[config.mk]
export PLATFORM = sky130hd
export DESIGN_NAME = bus_mem_ctrl
export DESIGN_NICKNAME = d
export VERILOG_FILES = /design/src/rtl/bus_mem_pkg.sv /design/src/rtl/bus_wait_cnt.sv /design/src/rtl/bus_mem_ctrl.sv
export SDC_FILE = /design/constraint.sdc
export NUM_CORES = 1
export LEC_CHECK = 0
export ABC_AREA = 1
export ABC_CLOCK_PERIOD_IN_PS = 2730
export CAP_MARGIN = 20
export CELL_PAD_IN_SITES_DETAIL_PLACEMENT = 1
export CELL_PAD_IN_SITES_GLOBAL_PLACEMENT = 1
export CORE_MARGIN = 4
export CORE_UTILIZATION = 36
export CTS_CLUSTER_DIAMETER = 30
export DETAILED_ROUTE_END_ITERATION = 10
export GPL_TIMING_DRIVEN = 0
export PLACE_DENSITY = 0.91
export RECOVER_POWER = 50
export SYNTH_ARGS = -nofsm -noshare
export SYNTH_HDL_FRONTEND = slang
export SYNTH_SLANG_ARGS = --single-unit
[constraint.sdc]
create_clock -name CLK -period 2.73 [get_ports CLK]
set_input_delay 0.819 -clock CLK [delete_from_list [all_inputs] [get_ports CLK]]
set_output_delay 0.819 -clock CLK [all_outputs]
set_load 0.02 [all_outputs]
[src/rtl/bus_mem_pkg.sv]
// Shared types and opcode constants for the external bus transaction sequencer.
package bus_mem_pkg;

    typedef enum logic [1:0] {
        IDLE,
        SETUP,
        STROBE,
        HOLD
    } bus_state_t;

    localparam logic [2:0] OP_LEER    = 3'b011;
    localparam logic [2:0] OP_ESC_IMM = 3'b101;
    localparam logic [2:0] OP_ESC_REG = 3'b110;

    localparam int CNT_W = 8;

    function automatic logic op_valid(input logic [2:0] op);
        return (op == OP_LEER) || (op == OP_ESC_IMM) || (op == OP_ESC_REG);
    endfunction

endpackage

[src/rtl/bus_wait_cnt.sv]
// Loadable down-counter with zero flag; holds at zero until reloaded.
module bus_wait_cnt
    import bus_mem_pkg::*;
(
    input  logic             clk,
    input  logic             rst_n,
    input  logic             load,
    input  logic [CNT_W-1:0] load_val,
    input  logic             en,
    output logic             cnt_zero
);

    logic [CNT_W-1:0] cnt;

    always_ff @(posedge clk or negedge rst_n) begin
        if (!rst_n) begin
            cnt <= '0;
        end else if (load) begin
            cnt <= load_val;
        end else if (en && (cnt != '0)) begin
            cnt <= cnt - 1'b1;
        end
    end

    assign cnt_zero = (cnt == '0);

endmodule

[src/rtl/bus_mem_ctrl.sv]
// One external 8-bit bus transaction per decoder command: setup, strobe until ACK, hold.
// Optional strobe timeout is compiled in with `define BUS_TIMEOUT_EN.
module bus_mem_ctrl
    import bus_mem_pkg::*;
#(
    parameter int SETUP_CYC   = 1,
    parameter int TIMEOUT_CYC = 16
) (
    input  logic       CLK,
    input  logic       RST_N,
    input  logic       START,
    input  logic [2:0] SELEC,
    input  logic [7:0] RX_DATO,
    input  logic [2:0] RY,
    input  logic [7:0] RY_DATO,
    input  logic [7:0] DATO_IN,
    input  logic       ACK,
    output logic [7:0] DIR_OUT,
    output logic [7:0] DATO_OUT,
    output logic       RD,
    output logic       WR,
    output logic       BUSY,
    output logic       DONE,
    output logic [7:0] DATO_LEIDO,
    output logic       BAD_OP,
    output logic       TIMEOUT
);

    localparam logic [CNT_W-1:0] SETUP_LOAD = CNT_W'(SETUP_CYC - 1);

    bus_state_t       state, state_nxt;
    logic             cnt_load, cnt_en, cnt_zero;
    logic [CNT_W-1:0] cnt_val;
    logic             start_ok, bad_cmd;
    logic             rd_op_q, bad_op_q;
    logic [7:0]       dir_q, dato_q, leido_q;
`ifdef BUS_TIMEOUT_EN
    localparam logic [CNT_W-1:0] TIMEOUT_LOAD = CNT_W'(TIMEOUT_CYC - 1);
    logic             to_hit, to_q;
`endif

    // The same counter times the setup phase and, when enabled, the strobe timeout.
    bus_wait_cnt u_wait_cnt (
        .clk      (CLK),
        .rst_n    (RST_N),
        .load     (cnt_load),
        .load_val (cnt_val),
        .en       (cnt_en),
        .cnt_zero (cnt_zero)
    );

    always_ff @(posedge CLK or negedge RST_N) begin
        if (!RST_N) begin
            state <= IDLE;
        end else begin
            state <= state_nxt;
        end
    end

    always_comb begin
        state_nxt = state;
        cnt_load  = 1'b0;
        cnt_val   = '0;
        cnt_en    = 1'b0;
        start_ok  = 1'b0;
        bad_cmd   = 1'b0;
`ifdef BUS_TIMEOUT_EN
        to_hit    = 1'b0;
`endif
        case (state)
            IDLE: begin
                if (START) begin
                    if (op_valid(SELEC)) begin
                        start_ok  = 1'b1;
                        cnt_load  = 1'b1;
                        cnt_val   = SETUP_LOAD;
                        state_nxt = SETUP;
                    end else begin
                        bad_cmd = 1'b1;
                    end
                end
            end
            SETUP: begin
                if (cnt_zero) begin
                    state_nxt = STROBE;
`ifdef BUS_TIMEOUT_EN
                    cnt_load  = 1'b1;
                    cnt_val   = TIMEOUT_LOAD;
`endif
                end else begin
                    cnt_en = 1'b1;
                end
            end
            STROBE: begin
                // ACK is checked first so it wins over a simultaneous expiry.
                if (ACK) begin
                    state_nxt = HOLD;
`ifdef BUS_TIMEOUT_EN
                end else if (cnt_zero) begin
                    state_nxt = HOLD;
                    to_hit    = 1'b1;
                end else begin
                    cnt_en = 1'b1;
`endif
                end
            end
            HOLD: begin
                state_nxt = IDLE;
            end
            default: begin
                state_nxt = IDLE;
            end
        endcase
    end

    always_ff @(posedge CLK or negedge RST_N) begin
        if (!RST_N) begin
            rd_op_q  <= 1'b0;
            dir_q    <= '0;
            dato_q   <= '0;
            leido_q  <= '0;
            bad_op_q <= 1'b0;
        end else begin
            bad_op_q <= bad_cmd;
            if (start_ok) begin
                rd_op_q <= (SELEC == OP_LEER);
                case (SELEC)
                    OP_LEER:    begin dir_q <= RY_DATO; dato_q <= '0;          end
                    OP_ESC_IMM: begin dir_q <= RX_DATO; dato_q <= {5'b0, RY};  end
                    default:    begin dir_q <= RX_DATO; dato_q <= RY_DATO;     end
                endcase
            end else if (state == HOLD) begin
                dir_q  <= '0;
                dato_q <= '0;
            end
            if ((state == STROBE) && ACK && rd_op_q) begin
                leido_q <= DATO_IN;
            end
        end
    end

`ifdef BUS_TIMEOUT_EN
    always_ff @(posedge CLK or negedge RST_N) begin
        if (!RST_N) begin
            to_q <= 1'b0;
        end else begin
            to_q <= to_hit;
        end
    end
    assign TIMEOUT = to_q;
`else
    assign TIMEOUT = 1'b0;
`endif

    assign DIR_OUT    = dir_q;
    assign DATO_OUT   = dato_q;
    assign RD         = (state == STROBE) && rd_op_q;
    assign WR         = (state == STROBE) && !rd_op_q;
    assign BUSY       = (state != IDLE);
    assign DONE       = (state == HOLD);
    assign DATO_LEIDO = leido_q;
    assign BAD_OP     = bad_op_q;

endmodule

# Word level (Yosys, flattened, before mapping)
# Index checks and enable logic that the tools add are counted.
# word_totals
in_bits,34
elab_cells,53
register_bits,36
output_inout_bits,30
# classes
eq_ne,10
reduce_logical,15
addsub,1
muxes,20
# op_table
op,count
$mux 8,6
$pmux 8 s2,1
$logic_not 8->1,1
$mux 1,8
$mux 2,4
$ne 2x2->1 const B,4
$pmux 2 s4,1
$reduce_bool 8->1,1
$sub 8x1->8 const B,1
$eq 3x3->1 const B,2
$reduce_bool 2->1,3
$logic_and 1x1->1,5
$eq 2x2->1 const B,2
$reduce_and 4->1,1
$eq 3x2->1 const B,1
$eq 2x1->1 const B,1
$logic_not 2->1,1
$logic_or 1x1->1,2
$logic_not 1->1,1

# Depth between registers and ports, before layout
# Gate-level depths: netlist (run 1).
# logic_depth
depth_word,7
mapped_depth,9
mapped_depth_nobuf,9

# Hierarchy
# From an unflattened synthesis (run 1), not the netlist that was laid out.
# hier_totals
cells_unflattened,266
hier_area_um2,2114.5
# by_module_without_submodules
mod,cells_per_inst,n_inst,seq_area_each_um2,area_each_um2
bus_mem_ctrl,173,1,700.7,1517.7
bus_wait_cnt,93,1,200.2,596.8

# Worst setup path after synthesis (run 1)
# OpenSTA, ideal clock, no wires.
# synth_timing
kind,reg-to-output
startpoint,register state[0]
endpoint,output port WR
required_ps,1911
path_slack_ps,922
path_buffers,0
t_arrival_ps,989
stages_incl_launch_ff,5
cell_sequence,dfrtp_1 inv_1 ha_1 inv_1 nor2_1
# synth_between
elab_chain_len,2
# synth_rtl
element,line,text
from (decl),bus_mem_ctrl.sv:31,"bus_state_t state, state_nxt;"
from (signal assigned),bus_mem_ctrl.sv:56,state <= state_nxt;
$eq 2x2->1,bus_mem_ctrl.sv:158,assign WR = (state == STROBE) && !rd_op_q;
$logic_and 1x1->1,bus_mem_ctrl.sv:158,
to (decl),bus_mem_ctrl.sv:21,"output logic WR,"
# No other way between the ends.

# Final worst setup path (run 1)
# layout_timing
startpoint,register state[0]
endpoint,output port BUSY
# layout_between
elab_chain_len,1
# layout_rtl
element,line,text
$reduce_bool 2->1,bus_mem_ctrl.sv:159,assign BUSY = (state != IDLE);
to (decl),bus_mem_ctrl.sv:22,"output logic BUSY,"
# No other way between the ends.

==> metrics.md, run 1 <==
| Metric | Value |
|---|---|
| Setup_tns | `0 ns` |
| Synth Warn # | `0` |
| First-pass GRT wire length | `about 8900 um` |
| WS Path Type | `reg -> out` |
| Starting DRT DRC Count | `87` |
| DP Worst Slack | `around 0.36 ns` |
| Tcrit/Tclk final | `0.936` |
| Area Growth Syn to Fin | `40.3%` |
| Total Wirelength | `roughly 5600 um` |
| Synthesis-stage register bit count | `36` |
| I/O pin cnt | `64` |
| Die Ht | `approximately 81 um` |
| Worst slew pin tran | `just under 2 ns` |
| Area of the multi-input gates | `870 um^2` |
| Synth Area per Inst | `approximately 8.5 um^2` |
| Post-synthesis sequential area ratio | `0.466` |
| Final setup violation count | `0` |
| RSZ-0062 raised after global routing | `no` |
| Failing checks | `max-capacitance violations, max-slew violations` |
| DP HPWL | `4270 um` |
| Sw frac | `0.383` |
| P per Cell Area | `around 810 nW/um^2` |
| Clk pin slew, worst setup/hold paths | `approximately 0.07 ns` |
| Critical path arrival | `~1.7 ns` |
| Clock Sink Count | `36` |
| Core occupancy in the finished layout | `0.525` |
| VDD IR max | `~0.34 mV` |
| Largest net degree at the start of global routing | `37` |
| Max Fanout on Critical Path | `4` |
| Worst-Skew Late Latency | `approximately 0.29 ns` |
| NetSw | `between 800 and 900 uW` |
| Clock root cell | `clkbuf_8` |
| Core area | `5170 um^2` |
| CP most frequent cell | `inv_1` |
| Ant diodes | `0` |
| Delay-heaviest family, CP | `buffers and inverters` |
| Worst EP required | `1.91 ns` |
| H-tree Lvls | `2` |
| Sequential Power Share | `0.358` |
| Remaining Overflow, GRT | `0` |
| Antenna violations before repair | `0` |
| Final hold vios | `0` |
| Buf+Inv Stages, Crit Path | `3` |
| Outcome | `finished, violations left` |
| Synth cell types | `26` |
| CP startpoint kind | `flip-flop` |
| Routed via count | `about 1800` |
| Cell Area, Synth | `between 1500 and 2000 um^2` |
| Remaining DRCs | `0` |
| Static Leakage | `about 0.0014 uW` |
| PortBufs | `62` |
| GPL Wtd Cong | `about 0.8` |
| Average routed wire per standard cell | `roughly 15 um` |
| Die width | `~80 um` |
| Max Freq | `about 400 MHz` |
| CP max stage delay | `0.61 ns` |
| Drt first pass iters | `4` |
| Deepest clock path buffer count | `2` |
| Layout Cells excl Fill | `~370` |
| Area of the die | `6610 um^2` |
| Crit. End Element | `primary output` |
| Clock skew | `~0.0024 ns` |
| Power consumption | `roughly 2200 uW` |
| P_int | `~1400 uW` |
| Nets | `337` |
| Initial core utilization | `0.374` |
| Fillers | `around 620` |
| Hold buffers post-CTS | `0` |
| Total GRT Usage | `0.182` |
| Logic pwr share | `0.464` |
| Vias per cell | `between 4 and 5` |
| Syn nets | `268` |
| Cells after DPL | `approximately 360` |
| Vias in the first global route | `1866` |
| Minimum clock period | `about 2.6 ns` |
| Antenna viol nets, final | `0` |
| Max transition margin | `-0.284` |
| Max Slew Vio Count | `37` |
| Hold Crit Class | `reg -> reg` |
| Layout cell share with drive strength beyond 1 | `0.128` |
| Slowest cell on the critical path | `clkdlybuf4s50_1` |
| Clk pwr share | `0.178` |
| Setup slack after layout | `0.175 ns` |
| Max-cap violations | `1` |
| CTS buffer count | `5` |
| Cells after Synth | `227` |
| CTS tree | `yes` |
| Register area | `901 um^2` |
| Rows | `26` |
| Crit-path cells | `inv_1 -> ha_1 -> inv_1 -> clkdlybuf4s50_1` |
## sequential cells by signal, summed over array words and instances (netlist names)
name            flops
DATO_LEIDO          8
DATO_OUT            8
DIR_OUT             8
u_wait_cnt.cnt      8
state               2
BAD_OP              1
rd_op_q             1
## synth_stat cells, drive strengths merged
library cell / n / area share
nand4: 9 / 0.029
nand2: 73 / 0.15
buf: 5 / 0.021
nand3: 29 / 0.11
mux2: 8 / 0.047
inv: 27 / 0.052
a21o: 1 / 0.0039
clkinv: 1 / 0.0026
xor2: 1 / 0.0045
o22ai: 1 / 0.0032
ha: 7 / 0.045
conb: 1 / 0.0019
nor2: 14 / 0.030
o21ai: 12 / 0.033
nand3b: 1 / 0.0039
or2: 1 / 0.0032
dfrtp: 36 / 0.47
## power groups by stage
stage | Clock, uW | Combinational, uW | Sequential (uW)
after detailed placement | 0 | 1040 | 798
after floorplan | 0 | 388 | 949
after global routing | 438 | 1110 | 808
after CTS | 409 | 1050 | 790
after global placement | 0 | 1000 | 786
final | 394 | 1030 | 791
## worst register-to-register path, cell delays in order (launching register included)
cell and delay (ns):
dfrtp_1 0.42, inv_1 0.13, ha_1 0.21, nand2_1 0.13
inv_1 0.08, nand2_1 0.27, buf_6 0.27, nand3_1 0.10
nand2_1 0.08
## routing by layer
metal	up-vias	share of wire	track usage
met5	-	0	0
met4	0	0.015	0.0659
met3	6	0.055	0.0488
met2	46	0.54	0.328
met1	858	0.39	0.203
li1	868	-	-
## final timing paths
kind / cells past startpoint / end / slack [ns] / start
setup reg to reg: 8 / DIR_OUT[5]$_DFFE_PN0P_ / 0.92 / state[0]$_DFFE_PN0P_
min in group asynchronous: 1 / DATO_LEIDO[6]$_DFFE_PN0P_ / 1.06 / RST_N
max in group asynchronous: 1 / u_wait_cnt.cnt[6]$_DFFE_PN0P_ / 0.57 / RST_N
hold reg to reg: 1 / DATO_LEIDO[5]$_DFFE_PN0P_ / 0.51 / DATO_LEIDO[5]$_DFFE_PN0P_
hold / removal: 1 / DATO_LEIDO[5]$_DFFE_PN0P_ / 0.51 / DATO_LEIDO[5]$_DFFE_PN0P_
setup / recovery: 4 / BUSY / 0.17 / state[0]$_DFFE_PN0P_
## placed cells by master, fill, tap and decap left out, types with 2 or more instances in the layout
cell type        count
dfrtp_1             36
inv_1               25
buf_2                2
nand2_1             71
o21ai_0              9
dlygate4sd3_1        2
nor2_2               2
clkdlybuf4s50_1     57
o21ai_1              2
nor2_1              12
clkbuf_8             6
nand2_2              2
ha_1                 7
clkbuf_1             3
nand4_1              9
nand3_1             19
inv_2                2
nand3_2             10
buf_6                2
dlymetal6s2s_1       2
mux2_2               8
## kinds of logic after synthesis
family                   Yosys count  synth area share
AO/OA/AOI/OAI                     14            0.0401
XOR/XNOR                           1           0.00453
adder cells (fa/ha/maj)            7            0.0453
buffers and inverters             33            0.0757
flip-flops                        36             0.466
multiplexers                       8            0.0466
other                              1           0.00194
AND/OR/NAND/NOR                  127             0.320
## cell type report
| type | count | share of cell area |
|---|---|---|
| plain buffers | 5 | 0.0148 |
| clock buffers | 8 | 0.0332 |
| inverters | 28 | 0.0392 |
| multi-input cells | 158 | 0.320 |
| flip-flops and latches | 36 | 0.332 |
| well taps | 70 | 0.0323 |
| repair buffers | 62 | 0.228 |
## what timing repair did
item / in CTS / in global routing
setup buffers: 0 / 0
endpoints found under the setup margin: 0 / 2
resized for setup: 0 / 2
## per-stage QoR
stage | cell area [um^2] | hold WS [ns]
6_report | 2710 | 0.507
5_1_grt | 2710 | 0.529
4_1_cts | 2730 | 0.512
3_5_place_dp | 2640 | 0.496
3_3_place_gp | 2640 | 0.487
2_1_floorplan | 1930 | 0.471
(Power assumes the default switching activity.)
==> run 2: changes to the inputs <==
- CTS_CLUSTER_SIZE: unset -> 8
- HOLD_SLACK_MARGIN: unset -> 0.12
==> results of run 2 <==
The final DEF is identical to that of run 1; final timing and power are the same.
==> RTL edit 1: new RTL, settings of run 1 <==
Set the package constant `CNT_W` to 10 (it was 8).
--- a/src/rtl/bus_mem_pkg.sv
+++ b/src/rtl/bus_mem_pkg.sv
@@ -12,7 +12,7 @@
     localparam logic [2:0] OP_ESC_IMM = 3'b101;
     localparam logic [2:0] OP_ESC_REG = 3'b110;
 
-    localparam int CNT_W = 8;
+    localparam int CNT_W = 10;
 
     function automatic logic op_valid(input logic [2:0] op);
         return (op == OP_LEER) || (op == OP_ESC_IMM) || (op == OP_ESC_REG);
Behaviour: no difference found for any inputs over 10 cycles, from zero or initial values and one cycle with RST_N low; that may be too few to reach the edited logic, so the function may still have changed.
==> RTL edit 1 against run 1 <==
  * Area after synthesis is 5.6% higher
  * Setup slack got worse by 0.066 ns
  * Critical path depth is 1 higher
  * Count of clock-buffer cells in the layout down 2
  * Sequential power increased by 4.0%
  * Final cell count grew 2.7%
  * Global-route usage shrank 0.81 points
  * Sequential cell count rose by 2
  * Clock skew increased by 0.0022 ns
  * Wire length is 3.8% higher
  * Register-to-register slack better by 0.12 ns
  * Final area grew 3.3%
  * First-iteration DRC count is 34% higher
  * Total power grew 1.4%
  * Largest cell class unchanged
  * Largest power group unchanged
==> RTL edit 1: results (changes against run 1) <==
min_delay_path_depth: 2  # +1
wl_met1_um: 2353  # +8.3%
crit_end: "RD"
hold_start: "DATO_OUT[2]"
use_met3: 0.03075  # -0.01803
met3_length_um: 194  # -37%
final_nets: 346  # +2.7%
status: "finished clean"
p_sw_mw: 0.8406  # -0.60%
routabilityCongestion: 0.8028  # about the same
drt_iter0_drc: 117  # +34%
seq_area_frac_synth: 0.4657  # about the same
synthAdderAreaFrac: 0.03676  # -0.008513
r2r-start: "u_wait_cnt.cnt[0]"
hold_path_class: "register to register"
grt_usage: 0.1737  # -0.008096
slew_viol_final: 0  # -100%
reg2reg_depth: 9  # +1
r2r_slack_ns: 1.04  # +0.12 ns
fin_crit_ns: 2.621  # +0.06554 ns
pre_cts_slack_ns: 0.2933  # -0.06311 ns
pg_seq_mw: 0.823  # +4.0%
grt_max_degree: 39  # +5.4%
maxSlewHeadroom: 0.3611  # +0.6456
diodes: 0  # unchanged
avgViaCountPerCell: 4.918  # +1.5%
cts_setup_buffers: 0  # unchanged
cts_root_buffer: "clkbuf_8"
hold_path_end: "DATO_OUT[2]"
use_met2: 0.3265  # -0.001645
grt_pass1_vias: 1964  # +5.3%
cpLargestDelayFamily: "buffers and inverters"
worstPathArrival_ns: 1.80  # +0.06 ns
layout-drive-gt1-share: 0.1279  # about the same
h-tree-depth: 2  # unchanged
drt-pass1-iter-count: 4  # unchanged
top_layer: "met4"
r2r-end: "u_wait_cnt.cnt[6]"
ir_drop_mv: 0.3971  # +18%
synth_xor_area_frac: 0.02145  # +0.01692
synth_cell_type_count: 29  # +12%
grt_use_met1: 0.1955  # -0.007392
grt_pass1_wl_um: 9660  # +8.4%
synth_area_leaders: "dfrtp_1, nand2_1, inv_1"
routed_wirelength_um: 5761  # +3.8%
met2_length_um: 3082  # +3.3%
netlist_top_cells_count: "nand2_1, dfrtp_1, inv_1, nor2_1, nand3_1"
synth-compound-area-share: 0.04657  # +0.006465
total_power_mw: 2.241  # +1.4%
hpwl_um: 4422  # +3.7%
finClkSkew_ns: 0.004648  # +0.002240 ns
synth-main-ff-cell: "dfrtp_1"
numCtsBuffers: 5  # unchanged
syn_nets: 277  # +3.4%
synthMuxAreaShare: 0.04412  # -0.002454
leakagePower_nw: 1.461  # +6.2%
==> RTL edit 1: layout make-up <==
| cell class | count | area [sq um] |
|---|---|---|
| Fill cell | 662 | 2703 |
| Sequential cell | 38 | 950.9 |
| Multi-Input combinational cell | 165 | 910.9 |
| Timing Repair Buffer | 62 | 614.3 |
| Inverter | 27 | 103.9 |
| Tap cell | 72 | 90.09 |
| Clock buffer | 6 | 82.58 |
| Buffer | 7 | 51.30 |
==> RTL edit 1: per-stage QoR <==
stage	hold WS (ns)	setup TNS (ns)	cell area [sq um]	cells
global placement	0.4642	-4.935	2753	371
detailed placement	0.4757	0	2748	371
CTS	0.4934	0	2829	377
finish	0.4911	0	2804	377
global route	0.5120	0	2804	377
floorplan	0.4753	0	2042	237
==> RTL edit 1: what timing repair did <==
item,CTS,global route
endpoints found under the hold margin,0,0
gates resized for setup,1,0
setup endpoints to repair,1,0
==> RTL edit 2: new RTL, settings of run 1 <==
Without the edit above. Re-encode `bus_state_t` (4 states) as one-hot, 4 bits wide.
--- a/src/rtl/bus_mem_pkg.sv
+++ b/src/rtl/bus_mem_pkg.sv
@@ -1,11 +1,11 @@
 // Shared types and opcode constants for the external bus transaction sequencer.
 package bus_mem_pkg;
 
-    typedef enum logic [1:0] {
-        IDLE,
-        SETUP,
-        STROBE,
-        HOLD
+    typedef enum logic [3:0] {
+        IDLE   = 4'b0001,
+        SETUP  = 4'b0010,
+        STROBE = 4'b0100,
+        HOLD   = 4'b1000
     } bus_state_t;
 
     localparam logic [2:0] OP_LEER    = 3'b011;
Check against the original RTL: same outputs for any inputs over 10 cycles, from zero or initial values and one cycle with RST_N low; not proved beyond that.
==> RTL edit 2 against run 1 <==
  * Total power up 16%
  * Synthesized cell count rose by 9.3%
  * Clock skew up 0.0039 ns
  * Register-to-register slack better by 0.20 ns
  * Setup slack worse by 0.022 ns
  * First-iteration DRC count down 33%
  * Wire length up 7.7%
  * Hold slack worse by 0.033 ns
  * Sequential cell count grew 2
  * Final area is 3.8% higher
  * Via count is 8.8% higher
  * Area after synthesis up 2.3%
  * Maximum frequency is 0.84% lower
  * Largest cell class unchanged
==> RTL edit 2: results (changes against run 1) <==
clk_path_buf_depth: 2  # unchanged
seq_area_frac_synth: 0.4810  # +0.01532
numCtsBuffers: 5  # unchanged
grt_max_degree: 39  # +5.4%
synth_cell_type_count: 26  # unchanged
post_cts_resized: 4  # +4
synth-main-ff-cell: "dfrtp_1"
hold_path_class: "register to register"
combPwrFrac: 0.437  # -0.027
clkSlewWorstSetupHoldPaths_ns: 0.08
grt_pass1_wl_um: 10070  # +13%
netlist_top_cells_count: "nand2_1, nand3_1, dfrtp_1, inv_1, o21ai_0"
slowest_stage: "dfrtp_1"
h-tree-depth: 2  # unchanged
diodes: 0  # unchanged
routabilityCongestion: 0.7448  # -7.2%
grt_usage: 0.2002  # +0.01843
drt_iter0_drc: 58  # -33%
dpl.cell_count: 380  # +5.8%
antenna_found_initial: 0  # unchanged
total_power_mw: 2.554  # +16%
grt_pass1_vias: 2040  # +9.3%
layout-drive-gt1-share: 0.08805  # -0.03990
synth_area_leaders: "dfrtp_1, nand2_1, nand3_1"
avgSynthCellArea_sq_um: 7.981  # -6.3%
clock_latency_ns: 0.29  # about the same
pwr-share-clk: 0.226  # +0.048
power.share.switching: 0.3825  # about the same
cts_setup_buffers: 0  # unchanged
final_nets: 353  # +4.7%
worstPathArrival_ns: 1.76  # +0.02 ns
maxSlewHeadroom: 0.3590  # +0.6434
hpwl_um: 4493  # +5.3%
instances_no_fill: 388  # +5.7%
post-synth-top-area-fraction: 0.4678  # +0.002044
finClkSkew_ns: 0.006274  # +0.003866 ns
cpLargestDelayFamily: "buffers and inverters"
status: "finished clean"
wl_per_cell_um: 15.41  # +1.9%
crit_fanout: 10  # +6
vias: 1935  # +8.8%
yosys.cell_count.top_type: "nand2_1"
post_dp_cell_area_sq_um: 2683  # +1.7%
pre_cts_slack_ns: 0.01745  # -0.3390 ns
leakagePower_nw: 1.461  # +6.2%
yosys_warnings: 0  # unchanged
cts_root_buffer: "clkbuf_8"
drt-pass1-iter-count: 4  # unchanged
max_stage_delay_ns: 0.40  # -0.21 ns
synthArstFlopShare: 1.000  # unchanged
io_buffers: 62  # unchanged
syn_nets: 284  # +6.0%
ir_drop_mv: 0.4205  # +25%
RTL edit 2: cell types whose count changed after synthesis, moves of 5 or more:
| cell | delta |
|---|---|
| nand3_1 | +25 |
| ha_1 | -5 |
| inv_1 | +6 |
| o21ai_0 | +5 |
| nand3_2 | -11 |
| mux2_2 | -8 |
RTL edit 2: final timing paths:
kind | from | to | slack (ns) | cells past startpoint
worst max-delay path | state[1] | DONE | 0.15 | 5
worst min-delay path | DATO_LEIDO[7] | DATO_LEIDO[7] | 0.47 | 2
worst max register to register | state[0] | DATO_OUT[5] | 1.12 | 8
worst min register to register | DATO_LEIDO[7] | DATO_LEIDO[7] | 0.47 | 2
max in group asynchronous | RST_N | u_wait_cnt.cnt[7] | 1.47 | 1
min in group asynchronous | RST_N | DIR_OUT[3] | 0.67 | 1
RTL edit 2: routing by layer:
metal | vias to the layer above | wire (um) | GRT usage
li1 | 934 | - | -
met1 | 935 | 2349 | 0.2269
met2 | 53 | 3153 | 0.3627
met3 | 13 | 309 | 0.03796
met4 | 0 | 165 | 0.08970
met5 | - | 0 | 0
RTL edit 2: area by class of cell:
| class | count | area (sq um) |
|---|---|---|
| plain buffers | 8 | 68.82 |
| clock buffers | 5 | 68.82 |
| clock inverters | 3 | 68.82 |
| fillers | 647 | 2387 |
| inverters | 32 | 120.1 |
| multi-input cells | 170 | 832.0 |
| flip-flops and latches | 38 | 952.2 |
| well taps | 70 | 87.58 |
| repair buffers | 62 | 619.3 |
RTL edit 2: kinds of logic (layout without fill, tap and decap cells):
group                      after synthesis  in the layout  synth area share
and+or+nand+nor                        145            145            0.3458
buffers and inverters                   40            110           0.09355
DFF                                     38             38            0.4810
AOI/OAI and AO/OA                       21             21           0.06069
adders and majority gates                2              2           0.01264
other                                    1              1          0.001895
xor gates and xnor gates                 1              1          0.004426
